## src/rtl/seg7_pkg.sv

```systemverilog
// Shared 7-segment definitions: bit order, active-low glyph constants and
// the reader FSM state type.
package seg7_pkg;

  // Bit positions within a {a,b,c,d,e,f,g} segment word.
  localparam int SEG_A = 6;
  localparam int SEG_B = 5;
  localparam int SEG_C = 4;
  localparam int SEG_D = 3;
  localparam int SEG_E = 2;
  localparam int SEG_F = 1;
  localparam int SEG_G = 0;

  // Active-low glyphs: 0 = lit.
  localparam logic [6:0] SEG_0     = 7'h01;
  localparam logic [6:0] SEG_1     = 7'h4F;
  localparam logic [6:0] SEG_2     = 7'h12;
  localparam logic [6:0] SEG_3     = 7'h06;
  localparam logic [6:0] SEG_4     = 7'h4C;
  localparam logic [6:0] SEG_5     = 7'h24;
  localparam logic [6:0] SEG_6     = 7'h20;
  localparam logic [6:0] SEG_7     = 7'h0F;
  localparam logic [6:0] SEG_8     = 7'h00;
  localparam logic [6:0] SEG_9     = 7'h04;
  localparam logic [6:0] SEG_A_HEX = 7'h08;
  localparam logic [6:0] SEG_B_HEX = 7'h60;
  localparam logic [6:0] SEG_C_HEX = 7'h31;
  localparam logic [6:0] SEG_D_HEX = 7'h42;
  localparam logic [6:0] SEG_E_HEX = 7'h30;
  localparam logic [6:0] SEG_F_HEX = 7'h38;
  localparam logic [6:0] SEG_BLANK = 7'h7F;

  typedef enum logic [1:0] {
    ST_IDLE,
    ST_COLLECT,
    ST_PUBLISH
  } state_t;

endpackage

```

## src/rtl/seg7_to_hex.sv

```systemverilog
// Combinational inverse of the hex-to-segment decoder: active-low segment
// word to hex code, with blank and unrecognised-pattern flags.
module seg7_to_hex
  import seg7_pkg::*;
(
  input  logic [6:0] seg,
  output logic [3:0] code,
  output logic       blank,
  output logic       err
);

  // NOTE: every output gets a default first so no path through the case
  // leaves a value unassigned, which would infer a latch.
  always_comb begin
    code  = 4'h0;
    blank = 1'b0;
    err   = 1'b0;
    case (seg)
      SEG_0:     code = 4'h0;
      SEG_1:     code = 4'h1;
      SEG_2:     code = 4'h2;
      SEG_3:     code = 4'h3;
      SEG_4:     code = 4'h4;
      SEG_5:     code = 4'h5;
      SEG_6:     code = 4'h6;
      SEG_7:     code = 4'h7;
      SEG_8:     code = 4'h8;
      SEG_9:     code = 4'h9;
      SEG_A_HEX: code = 4'hA;
      SEG_B_HEX: code = 4'hB;
      SEG_C_HEX: code = 4'hC;
      SEG_D_HEX: code = 4'hD;
      SEG_E_HEX: code = 4'hE;
      SEG_F_HEX: code = 4'hF;
      SEG_BLANK: blank = 1'b1;
      default:   err = 1'b1;
    endcase
  end

endmodule

```

## src/rtl/seg7_scan_reader.sv

```systemverilog
// Observes a multiplexed 7-segment bus, debounces each digit dwell and
// publishes a complete decoded frame atomically.
module seg7_scan_reader
  import seg7_pkg::*;
#(
  parameter int NDIG   = 4,
  parameter int STABLE = 3
) (
  input  logic              clk,
  input  logic              rst,
  input  logic [6:0]        seg_in,
  input  logic [NDIG-1:0]   dig_sel,
  output logic [4*NDIG-1:0] hex_out,
  output logic [NDIG-1:0]   blank_mask,
  output logic [NDIG-1:0]   err_mask,
  output logic              frame_valid,
  output logic              busy
);

  localparam logic [3:0] STABLE_C = 4'(STABLE);

  state_t              state;
  logic [NDIG-1:0]     sel_q, sel_p;
  logic [6:0]          seg_q, seg_p;
  logic [3:0]          cnt, cnt_nxt;
  logic                same, sel_onehot, cap_now;
  logic [3:0]          dec_code;
  logic                dec_blank, dec_err;

  logic [4*NDIG-1:0]   sh_hex;
  logic [NDIG-1:0]     sh_blank, sh_err, captured;

  // Capture that qualified during PUBLISH, applied on the following IDLE cycle.
  logic                pend_v, pend_blank, pend_err;
  logic [NDIG-1:0]     pend_sel;
  logic [3:0]          pend_code;

  logic                cap_v, cap_blank, cap_err;
  logic [NDIG-1:0]     cap_sel;
  logic [3:0]          cap_code;

  seg7_to_hex u_dec (
    .seg   (seg_q),
    .code  (dec_code),
    .blank (dec_blank),
    .err   (dec_err)
  );

  assign same       = (sel_q == sel_p) && (seg_q == seg_p);
  assign sel_onehot = (sel_q != '0) && ((sel_q & (sel_q - NDIG'(1))) == '0);

  // Capture fires only on the cycle the count first lands on STABLE, so a
  // long dwell yields exactly one capture.
  always_comb begin
    cnt_nxt = '0;
    cap_now = 1'b0;
    if (sel_onehot) begin
      if (same) cnt_nxt = (cnt == STABLE_C) ? cnt : cnt + 4'd1;
      else      cnt_nxt = 4'd1;
      cap_now = (cnt_nxt == STABLE_C) && !(same && (cnt == STABLE_C));
    end
  end

  assign cap_v     = pend_v | cap_now;
  assign cap_sel   = pend_v ? pend_sel   : sel_q;
  assign cap_code  = pend_v ? pend_code  : dec_code;
  assign cap_blank = pend_v ? pend_blank : dec_blank;
  assign cap_err   = pend_v ? pend_err   : dec_err;

  assign busy = (state != ST_IDLE);

  // NOTE: sequential state uses non-blocking assignments only, so every
  // register samples pre-edge values regardless of statement order.
  // NOTE: the shadow frame is small and held in flops, so it is reset along
  // with the control state; a partial frame must never survive rst.
  always_ff @(posedge clk or posedge rst) begin
    if (rst) begin
      state       <= ST_IDLE;
      sel_q       <= '0;
      seg_q       <= '0;
      sel_p       <= '0;
      seg_p       <= '0;
      cnt         <= '0;
      sh_hex      <= '0;
      sh_blank    <= '0;
      sh_err      <= '0;
      captured    <= '0;
      pend_v      <= 1'b0;
      pend_sel    <= '0;
      pend_code   <= '0;
      pend_blank  <= 1'b0;
      pend_err    <= 1'b0;
      hex_out     <= '0;
      blank_mask  <= '0;
      err_mask    <= '0;
      frame_valid <= 1'b0;
    end else begin
      sel_q       <= dig_sel;
      seg_q       <= seg_in;
      sel_p       <= sel_q;
      seg_p       <= seg_q;
      cnt         <= cnt_nxt;
      frame_valid <= 1'b0;

      if (cap_v && (state != ST_PUBLISH)) begin
        for (int k = 0; k < NDIG; k++) begin
          if (cap_sel[k]) begin
            sh_hex[4*k +: 4] <= cap_code;
            sh_blank[k]      <= cap_blank;
            sh_err[k]        <= cap_err;
            captured[k]      <= 1'b1;
          end
        end
      end

      case (state)
        ST_IDLE: begin
          pend_v <= 1'b0;
          if (cap_v) state <= ST_COLLECT;
        end
        ST_COLLECT: begin
          if (captured == '1) state <= ST_PUBLISH;
        end
        ST_PUBLISH: begin
          hex_out     <= sh_hex;
          blank_mask  <= sh_blank;
          err_mask    <= sh_err;
          frame_valid <= 1'b1;
          captured    <= '0;
          state       <= ST_IDLE;
          if (cap_now) begin
            pend_v     <= 1'b1;
            pend_sel   <= sel_q;
            pend_code  <= dec_code;
            pend_blank <= dec_blank;
            pend_err   <= dec_err;
          end
        end
        default: state <= ST_IDLE;
      endcase
    end
  end

endmodule

```

## config.mk

```make
export PLATFORM = sky130hd
export DESIGN_NAME = seg7_scan_reader
export DESIGN_NICKNAME = d
export VERILOG_FILES = /design/src/rtl/seg7_pkg.sv /design/src/rtl/seg7_to_hex.sv /design/src/rtl/seg7_scan_reader.sv
export SDC_FILE = /design/constraint.sdc
export NUM_CORES = 1
export LEC_CHECK = 0
export ABC_CLOCK_PERIOD_IN_PS = 5200
export CORE_UTILIZATION = 60
export DETAILED_ROUTE_END_ITERATION = 10
export PLACE_DENSITY = 0.95
export SETUP_SLACK_MARGIN = 0.2
export SKIP_CTS_REPAIR_TIMING = 1
export SYNTH_ARGS = -nofsm -noshare
export SYNTH_HDL_FRONTEND = slang
export SYNTH_HIERARCHICAL = 1
export SYNTH_SLANG_ARGS = --single-unit
```

## constraint.sdc

```tcl
create_clock -name clk -period 5.2 [get_ports clk]
set_input_delay 0.78 -clock clk [delete_from_list [all_inputs] [get_ports clk]]
set_output_delay 0.78 -clock clk [all_outputs]
set_load 0.01 [all_outputs]
```

Word level (Yosys, flattened, before mapping)

Cells that the tools add are included.

$add $sub $neg: 2
Eq/ne operators: 27
Mux-type cells: 24
Bitwise gates (word level): 2
Reduce and logical (&&, ||, !) cells: 29

Operators with widths:

| cell                  | count |
|---|---|
| $pmux W4 S15          | 1 |
| $eq A7 B6 Y1 const B  | 5 |
| $eq A7 B7 Y1 const B  | 5 |
| $mux W4               | 8 |
| $reduce_and A2 Y1     | 11 |
| $reduce_or A17 Y1     | 1 |
| $eq A7 B3 Y1 const B  | 2 |
| $eq A7 B4 Y1 const B  | 2 |
| $reduce_bool A2 Y1    | 7 |
| $mux W1               | 11 |
| $eq A4 B2 Y1 const B  | 2 |
| $ne A2 B2 Y1 const B  | 4 |
| $eq A7 B1 Y1 const B  | 1 |
| $eq A7 B5 Y1 const B  | 1 |
| $eq A7 B7 Y1          | 1 |
| $logic_not A7 Y1      | 1 |
| $logic_and A1 B1 Y1   | 5 |
| $add A4 B1 Y4 const B | 1 |
| $and A4 B4 Y4         | 1 |
| $eq A4 B4 Y1          | 1 |
| $eq A4 B4 Y1 const B  | 1 |
| $logic_not A4 Y1      | 1 |
| $mux W2               | 2 |
| $pmux W2 S2           | 1 |
| other kinds (8)       | 8 |

Bits in registers: 92
Input bits: 13
Output and inout bits: 26

Depth between registers and ports, before layout

Gate-level depths: netlist (run 1).

Word-level depth: 12
Mapped depth: 8
Mapped depth without buffers: 6

Hierarchy

The synthesis (run 1) kept the hierarchy.

Modules (own cells, without submodules):

| module           | times used | cells each | area an instance (µm²) | seq. area each (µm²) |
|---|---|---|---|---|
| seg7_scan_reader | 1          | 294        | 3623.5                 | 2302.2 |
| seg7_to_hex      | 1          | 46         | 375.4                  | 0.0 |

Least setup slack after synthesis (run 1)

OpenSTA, ideal clock, no wires.

Kind: register to register
From: register sel_q[2]
To: register pend_code[0]
Arrival: 2274 ps
Path slack: 2801 ps
Cell stages (with the launch flop): 9
Path buffers: 3
Period minus slack after synthesis: 2399 ps
Cell sequence: dfrtp_1 buf_2 nor4b_1 a211oi_1 or4_1 buf_2 or3_4 buf_6 mux2_2

Word-level cells in the longest chain between the ends: 8

RTL lines:

| what                                 | line                    | text |
|---|---|---|
| start: declaration                   | seg7_scan_reader.sv:23  | `logic [NDIG-1:0] sel_q, sel_p;` |
| start signal: assignment             | seg7_scan_reader.sv:98  | `sel_q <= dig_sel;` |
| $eq A4 B4 Y1                         | seg7_scan_reader.sv:49  | `assign same = (sel_q == sel_p) && (seg_q == seg_p);` |
| $logic_and A1 B1 Y1                  | seg7_scan_reader.sv:49  |  |
| $mux W4                              | seg7_scan_reader.sv:58  | `if (same) cnt_nxt = (cnt == STABLE_C) ? cnt : cnt + 4'd1;` |
| $mux W4                              | seg7_scan_reader.sv:57  | `if (sel_onehot) begin` |
| $eq A4 B2 Y1                         | seg7_scan_reader.sv:60  | `cap_now = (cnt_nxt == STABLE_C) && !(same && (cnt == STABLE_C));` |
| $logic_and A1 B1 Y1                  | seg7_scan_reader.sv:60  |  |
| $mux W1 *                            | seg7_scan_reader.sv:57  |  |
| $reduce_and A2 Y1 (no source line) * | -                       |  |
| end signal: assignment               | seg7_scan_reader.sv:134 | `pend_code <= dec_code;` |
| end: declaration                     | seg7_scan_reader.sv:36  | `logic [3:0] pend_code;` |

Every way passes the cells marked *; elsewhere a longest branch is shown, timed or not. The select of a mux whose other input is x is not followed.
A chain may end at the register's enable or synchronous reset.

Worst setup path after layout (run 1)

From: register cnt[0]
To: register sh_blank[1]

Word-level cells in the longest chain between the ends: 10

RTL lines:

| what                                                 | line                                           | text |
|---|---|---|
| start: declaration                                   | seg7_scan_reader.sv:25                         | `logic [3:0] cnt, cnt_nxt;` |
| start signal: assignment                             | seg7_scan_reader.sv:102                        | `cnt <= cnt_nxt;` |
| $add A4 B1 Y4 / $eq A4 B2 Y1 (equally long branches) | seg7_scan_reader.sv:58, seg7_scan_reader.sv:60 |  |
| $mux W4 (2 in a row)                                 | seg7_scan_reader.sv:58                         |  |
| $mux W4                                              | seg7_scan_reader.sv:57                         |  |
| $eq A4 B2 Y1                                         | seg7_scan_reader.sv:60                         |  |
| $logic_and A1 B1 Y1 *                                | seg7_scan_reader.sv:60                         |  |
| $mux W1 *                                            | seg7_scan_reader.sv:57                         |  |
| $or A1 B1 Y1 *                                       | seg7_scan_reader.sv:64                         | `assign cap_v = pend_v \| cap_now;` |
| $logic_and A1 B1 Y1 *                                | seg7_scan_reader.sv:105                        | `if (cap_v && (state != ST_PUBLISH)) begin` |
| $reduce_and A2 Y1 (no source line) *                 | -                                              |  |
| end signal: indexed assignment                       | seg7_scan_reader.sv:109                        | `sh_blank[k] <= cap_blank;` |
| end: declaration                                     | seg7_scan_reader.sv:31                         | `logic [NDIG-1:0] sh_blank, sh_err, captured;` |

Marks and branches as above.

==> results.md, run 1 <==
| Stage | Metric | This run |
| --- | --- | --- |
| status | Status | finished, final reports clean |
| sta | Transition time at the pin with the least slew margin | 1240 ps |
| floorplanning | Horizontal die dimension | 83.6 um |
| hold path | Path category of the worst min-delay check | flop to flop |
| sta | Setup ws final | 2380 ps |
| floorplanning | Standard-cell row count | 29 |
| floorplanning | Initial core utilization | 62.6% |
| floorplanning | Floorplan die area | 0.00699 sq mm |
| final layout | Share of cells above drive strength 1 | 19.2% |
| worst setup path | Kind of end point of the critical path | flop |
| sta | Worst max-slew margin expressed relative to the limit | 17.1% |
| sta | Max Fclk | 355 MHz |
| pwr | Worst vdd rail ir drop | 0.000168 V |
| synth | Main synth FF type | dfrtp_1 |
| grt | Overall Global Routing Usage | 24.8% |
| routing | DRC violation total after the first TritonRoute iteration | 163 |
| cts | Master cell of the clock root buffer | clkbuf_8 |
| sta | Number of hold violations in the final report | 0 |
| worst setup path | Data required time at the worst endpoint | 5450 ps |
| worst setup path | Crit path DAT | 3070 ps |
| grt | First-pass GRT wire length | 13500 um |
| routing | Final antenna-violating net count | 0 |
| routing | Post-detailed-route DRC marker count | 0 |
| placed design | Gp weighted congestion | 0.807 |
| synth | Number of nets in the synthesized netlist | 354 |
| worst setup path | Kind of start point of the critical path | flop |
| final layout | Count of fill cells added during filler insertion | 412 |
| worst setup path | Max FO, Critical Path | 10 |
| cts | Worst skew pair latency | 370 ps |
| routing | Vias | 2708 |
| sta | Crit share post-route | 54.2% |
| sta | Setup repair after global routing missed its margin | no |
| synth | Average cell area after synthesis | 11.8 sq um |
| sta | Final critical delay including setup and external delays | 2820 ps |
| pwr | Power density cells | 278 mW/mm^2 |
| synth | Share of synthesized flip-flops with an asynchronous set or reset | 100% |
| sta | Sum Neg Setup Slack | 0 ps |
| final layout | Layout net count | 384 |
| synth | Gate Count Post-Synth | 340 |
| worst setup path | Crit path kind | flop to flop |
| placed design | Buffers added on ports | 38 |
| grt | Total grt overflow | 0 |
| synth | Synth warn | 6 |
| placed design | Estimated wirelength of the detail-placed design | 5230 um |
| pwr | Leakage component of the power | 2.14 nW |
| final layout | Filler-free cell count of the finished design | 452 |
| synth | Combined area of all synthesized cells | 0.00400 sq mm |
| synth | Count of cell types in the netlist | 51 |
| placed design | Number of placed instances, taps included | 436 |
| routing | Average wire length per cell after detail routing | 17.4 um |
| cts | CTS clk-pin slew, worst paths | 100 ps |
| sta | Post-route worst hold slack | 481 ps |
| grt | Pin count of the biggest net entering global routing | 60 |
| sta | Worst Clk Skew | 11.7 ps |
| cts | Clock tree from TritonCTS | yes |
| final layout | Antenna Cells | 0 |
| floorplanning | Y dimension of the die | 83.6 um |
| synth | Post-synth EDFFs | 0 |
| flow run | Max-cap viol count | 0 |
| cts | Number of buffers on the longest clock path | 2 |
| final layout | Post-route design area | 0.00455 sq mm |
| grt | Via count of the first global-routing pass | 2765 |
| synth | Flop and latch count out of synthesis | 92 |
| placed design | Setup slack after placement | 2480 ps |
| worst setup path | Worst Setup SP | cnt[0] |
| sta | Final Setup Violations | 0 |
| final layout | Area growth from synthesis to layout | 13.9% |
| worst setup path | Worst R2R Start | cnt[0] |
| synth | Sequential area share after synthesis | 57.6% |
| placed design | Placed instance area | 0.00436 sq mm |
| routing | Vias per cell | 5.99 |
| floorplanning | Placeable Area | 0.00639 sq mm |
| routing | Pre-Repair DR Iteration Count | 5 |
| routing | Post-Route WL | 7880 um |
| grt | Initial antenna violation count | 0 |
| cts | Clock sink count | 92 |
| floorplanning | Top-Level Pins | 39 |
| cts | Cts bufs inserted | 9 |
| hold path | Startpoint of the worst hold path | hex_out[5] |
| sta | Max Slew Vio Count | 0 |
| cts | H-tree level count | 3 |
[final cells by class]
type | count | area [sq um] | share of cell area [%]
flip-flops and latches | 92 | 2300 | 50.5
repair buffers | 39 | 388 | 8.52
multi-input cells | 222 | 1550 | 34.1
clock inverters | 7 | 66.3 | 1.46
well taps | 77 | 96.3 | 2.12
clock buffers | 9 | 124 | 2.72
inverters | 6 | 23.8 | 0.522
[Yosys cell counts, drive strengths merged (2+ instances only)]
master | count | area (sq um)
xor2 | 4 | 35.0
a21oi | 9 | 45.0
a211oi | 3 | 22.5
nand3 | 9 | 45.0
clkbuf | 8 | 33.8
mux2 | 40 | 450
xnor2 | 14 | 123
buf | 12 | 86.3
and2 | 2 | 12.5
nor4b | 6 | 65.1
nor4 | 2 | 12.5
nand2 | 77 | 292
inv | 6 | 22.5
dfrtp | 92 | 2300
nor3 | 5 | 25.0
nand4 | 6 | 37.5
o21ai | 5 | 40.0
or3 | 2 | 22.5
nand4b | 9 | 78.8
nor2 | 4 | 15.0
nand2b | 3 | 26.3
[stage by stage]
step	util [%]	power, mW
4_1_cts	71.3	1.27
3_3_place_gp	68.3	0.815
2_1_floorplan	-	0.799
3_5_place_dp	68.3	0.819
6_report	71.3	1.27
5_1_grt	71.3	1.31
[power by group]
part           switching [mW]  internal, mW  total (mW)
clock network           0.276         0.186       0.462
registers              0.0183         0.724       0.742
logic                  0.0355        0.0276      0.0631
[logic make-up after synthesis]
kind of cell	synth area share (%)
adder cells (fa/ha/maj)	0.313
AO/OA/AOI/OAI	5.76
buffers and inverters	3.57
multiplexers	11.5
flip-flops	57.6
XOR/XNOR	3.94
AND/OR/NAND/NOR	17.3
[flip-flops by register name, indices dropped and copies added, names as in the netlist]
name and cells:
sh_blank 4, pend_blank 1, sel_q 4, pend_code 4
sh_hex 16, state 2, sh_err 4, seg_q 7
cnt 4, seg_p 7, pend_v 1, sel_p 4
err_mask 4, pend_sel 4, pend_err 1, blank_mask 4
captured 4, frame_valid 1, hex_out 16
[metal layers]
metal	vias up	share of wire [%]	track usage, %
li1	1233	-	-
met1	1358	44	32.9
met2	93	49	39.9
met3	24	4.1	4.45
met4	0	2.9	12.0
met5	-	0	0
[path summary, 6_finish.rpt]
check,endpoint,slack (ps),cells past startpoint
max,sh_blank[1],2380,6
min,hex_out[5],480,2
max reg2reg,sh_blank[1],2380,6
min reg2reg,hex_out[5],480,2
max in group asynchronous,sh_hex[6],3340,3
min in group asynchronous,seg_q[1],770,2
[critical path: stages, from the launching register on]
cell	delay (ps)
dfrtp_1	440
ha_1	270
xor2_1	180
nor4b_2	790
nand4b_1	200
o21ai_2	430
mux2_2	400
[layout by cell type, fill, tap and decap left out, types with 3 or more instances in the layout]
master / instances
xor2_1: 4
a211oi_1: 3
o21ai_2: 4
inv_8: 3
nand4b_1: 9
clkbuf_8: 9
dfrtp_1: 92
clkdlybuf4s50_1: 38
a21oi_1: 9
nand3_1: 9
nor2_1: 4
nand4_1: 6
nor4b_1: 4
inv_1: 5
nand2_1: 76
mux2_2: 40
nor3_1: 5
xnor2_1: 14
Power figures use the tool's default switching activity.
==> run 2: changes to the inputs <==
Settings changed: ABC_CLOCK_PERIOD_IN_PS 5200 to 2500, CORE_UTILIZATION 60 to 51, PLACE_DENSITY 0.95 to 0.87.
Clock period 5.2 ns to 2.5 ns, I/O delays scaled along.
==> results.md, run 2 (synthesized netlist as in run 1, its figures left out) <==
| Stage | Metric | This run |
| --- | --- | --- |
| status | Status | finished, final reports clean |
| final layout | Layout net count | 404 |
| sta | Setup repair after global routing missed its margin | yes |
| sta | Final Setup Violations | 0 |
| flow run | Max-cap viol count | 0 |
| cts | Cts bufs inserted | 9 |
| floorplanning | Initial core utilization | 54.0% |
| sta | Setup ws final | 164 ps |
| sta | Sum Neg Setup Slack | 0 ps |
| final layout | Antenna Cells | 0 |
| final layout | Leading registers by flop count | hex_out x16, sh_hex x16 |
| cts | Master cell of the clock root buffer | clkbuf_8 |
| routing | DRC violation total after the first TritonRoute iteration | 182 |
| placed design | Number of placed instances, taps included | 470 |
| floorplanning | Horizontal die dimension | 90.6 um |
| placed design | Placed instance area | 0.00454 sq mm |
| placed design | Setup slack after placement | 30.3 ps |
| pwr | Power density cells | 565 mW/mm^2 |
| final layout | Leading cell type in the layout, fill and taps excluded | dfrtp_1 |
| routing | Average wire length per cell after detail routing | 16.7 um |
| floorplanning | Floorplan die area | 0.00820 sq mm |
| worst setup path | Data required time at the worst endpoint | 2750 ps |
| cts | Worst skew pair latency | 370 ps |
| sta | Worst Clk Skew | 14.8 ps |
| routing | Vias | 2745 |
| placed design | Estimated wirelength of the detail-placed design | 5320 um |
| placed design | Buffers added on ports | 38 |
| sta | Crit share post-route | 93.5% |
| sta | Transition time at the pin with the least slew margin | 877 ps |
| final layout | Filler-free cell count of the finished design | 494 |
| worst setup path | Worst r2r path cells | 7 |
| sta | Number of hold violations in the final report | 0 |
| final layout | Area growth from synthesis to layout | 21.9% |
| routing | Pre-Repair DR Iteration Count | 4 |
| hold path | Hold Crit Depth | 1 |
| sta | Max Slew Vio Count | 0 |
| pwr | Leakage component of the power | 2.29 nW |
| grt | Total grt overflow | 0 |
| placed design | Gp weighted congestion | 0.769 |
| final layout | Share of cells above drive strength 1 | 26.8% |
| routing | Post-detailed-route DRC marker count | 0 |
| routing | Vias per cell | 5.56 |
| worst setup path | Kind of start point of the critical path | flop |
| floorplanning | Standard-cell row count | 31 |
| worst setup path | Kind of end point of the critical path | flop |
| hold path | Path category of the worst min-delay check | primary input to flop |
| grt | Pin count of the biggest net entering global routing | 93 |
| cts | Clock sink count | 92 |
| worst setup path | Max FO, Critical Path | 6 |
| pwr | Worst vdd rail ir drop | 0.000329 V |
| worst setup path | Crit path kind | flop to flop |
| final layout | Core utilization of the finished layout | 65.8% |
| routing | Post-Route WL | 8230 um |
| grt | Via count of the first global-routing pass | 2739 |
| sta | Post-route worst hold slack | 446 ps |
| cts | Clock tree from TritonCTS | yes |
| final layout | Most used cells in the layout excluding fill and tap cells | dfrtp_1 (87), nand2_1 (76), mux2_2 (38), clkdlybuf4s50_1 (38), buf_4 (17) |
| grt | First-pass GRT wire length | 13200 um |
| routing | Final antenna-violating net count | 0 |
| grt | Initial antenna violation count | 0 |
| pwr | Design Power | 2.75 mW |
| sta | Worst max-slew margin expressed relative to the limit | 41.4% |
| final layout | Post-route design area | 0.00487 sq mm |
| grt | Overall Global Routing Usage | 20.6% |
| cts | CTS clk-pin slew, worst paths | 90 ps |
| floorplanning | Top-Level Pins | 39 |
| sta | Final critical delay including setup and external delays | 2340 ps |
| worst setup path | Crit path DAT | 2590 ps |
| floorplanning | Placeable Area | 0.00741 sq mm |
| cts | H-tree level count | 3 |
| sta | Max Fclk | 428 MHz |
| cts | Number of buffers on the longest clock path | 2 |
| floorplanning | Y dimension of the die | 90.6 um |
[run 2: area by class of cell]
class / count / area, sq um
Clock inverter: 7 / 80.1
Multi-Input combinational cell: 223 / 1670
Clock buffer: 9 / 124
Tap cell: 99 / 124
Timing Repair Buffer: 58 / 544
Sequential cell: 92 / 2310
Inverter: 6 / 26.3
Fill cell: 531 / 2530
[run 2: routing by layer]
| layer | track usage (%) | part of all wire, % | vias to the layer above |
|---|---|---|---|
| li1 | - | - | 1276 |
| met1 | 26.7 | 44 | 1384 |
| met2 | 34.5 | 51 | 71 |
| met3 | 2.53 | 3.2 | 14 |
| met4 | 9.68 | 1.8 | 0 |
| met5 | 0 | 0 | - |
[run 2: worst max-delay path, stage by stage (launching register included)]
cell and delay, ps:
dfrtp_2 440, ha_2 210, xor2_1 180, nor4b_4 300, buf_6 160, nand4b_1 200
o21ai_4 370, mux2_2 380
[run 2: worst paths after layout]
kind / start / end / slack (ps)
worst max-delay path: cnt[0] / sh_err[1] / 160
worst min-delay path: seg_in[1] / seg_q[1] / 450
worst max register to register: cnt[0] / sh_err[1] / 160
worst min register to register: sh_hex[14] / hex_out[14] / 470
max in group asynchronous: rst / cnt[0] / 1610
min in group asynchronous: rst / err_mask[0] / 490
[run 2: where the power goes]
group | switching [mW] | total, mW | leakage (nW) | internal [mW]
clock | 0.552 | 1.03 | 0.108 | 0.480
combinational | 0.103 | 0.191 | 0.954 | 0.0879
sequential | 0.0223 | 1.53 | 1.23 | 1.51
total | 0.678 | 2.75 | 2.29 | 2.08
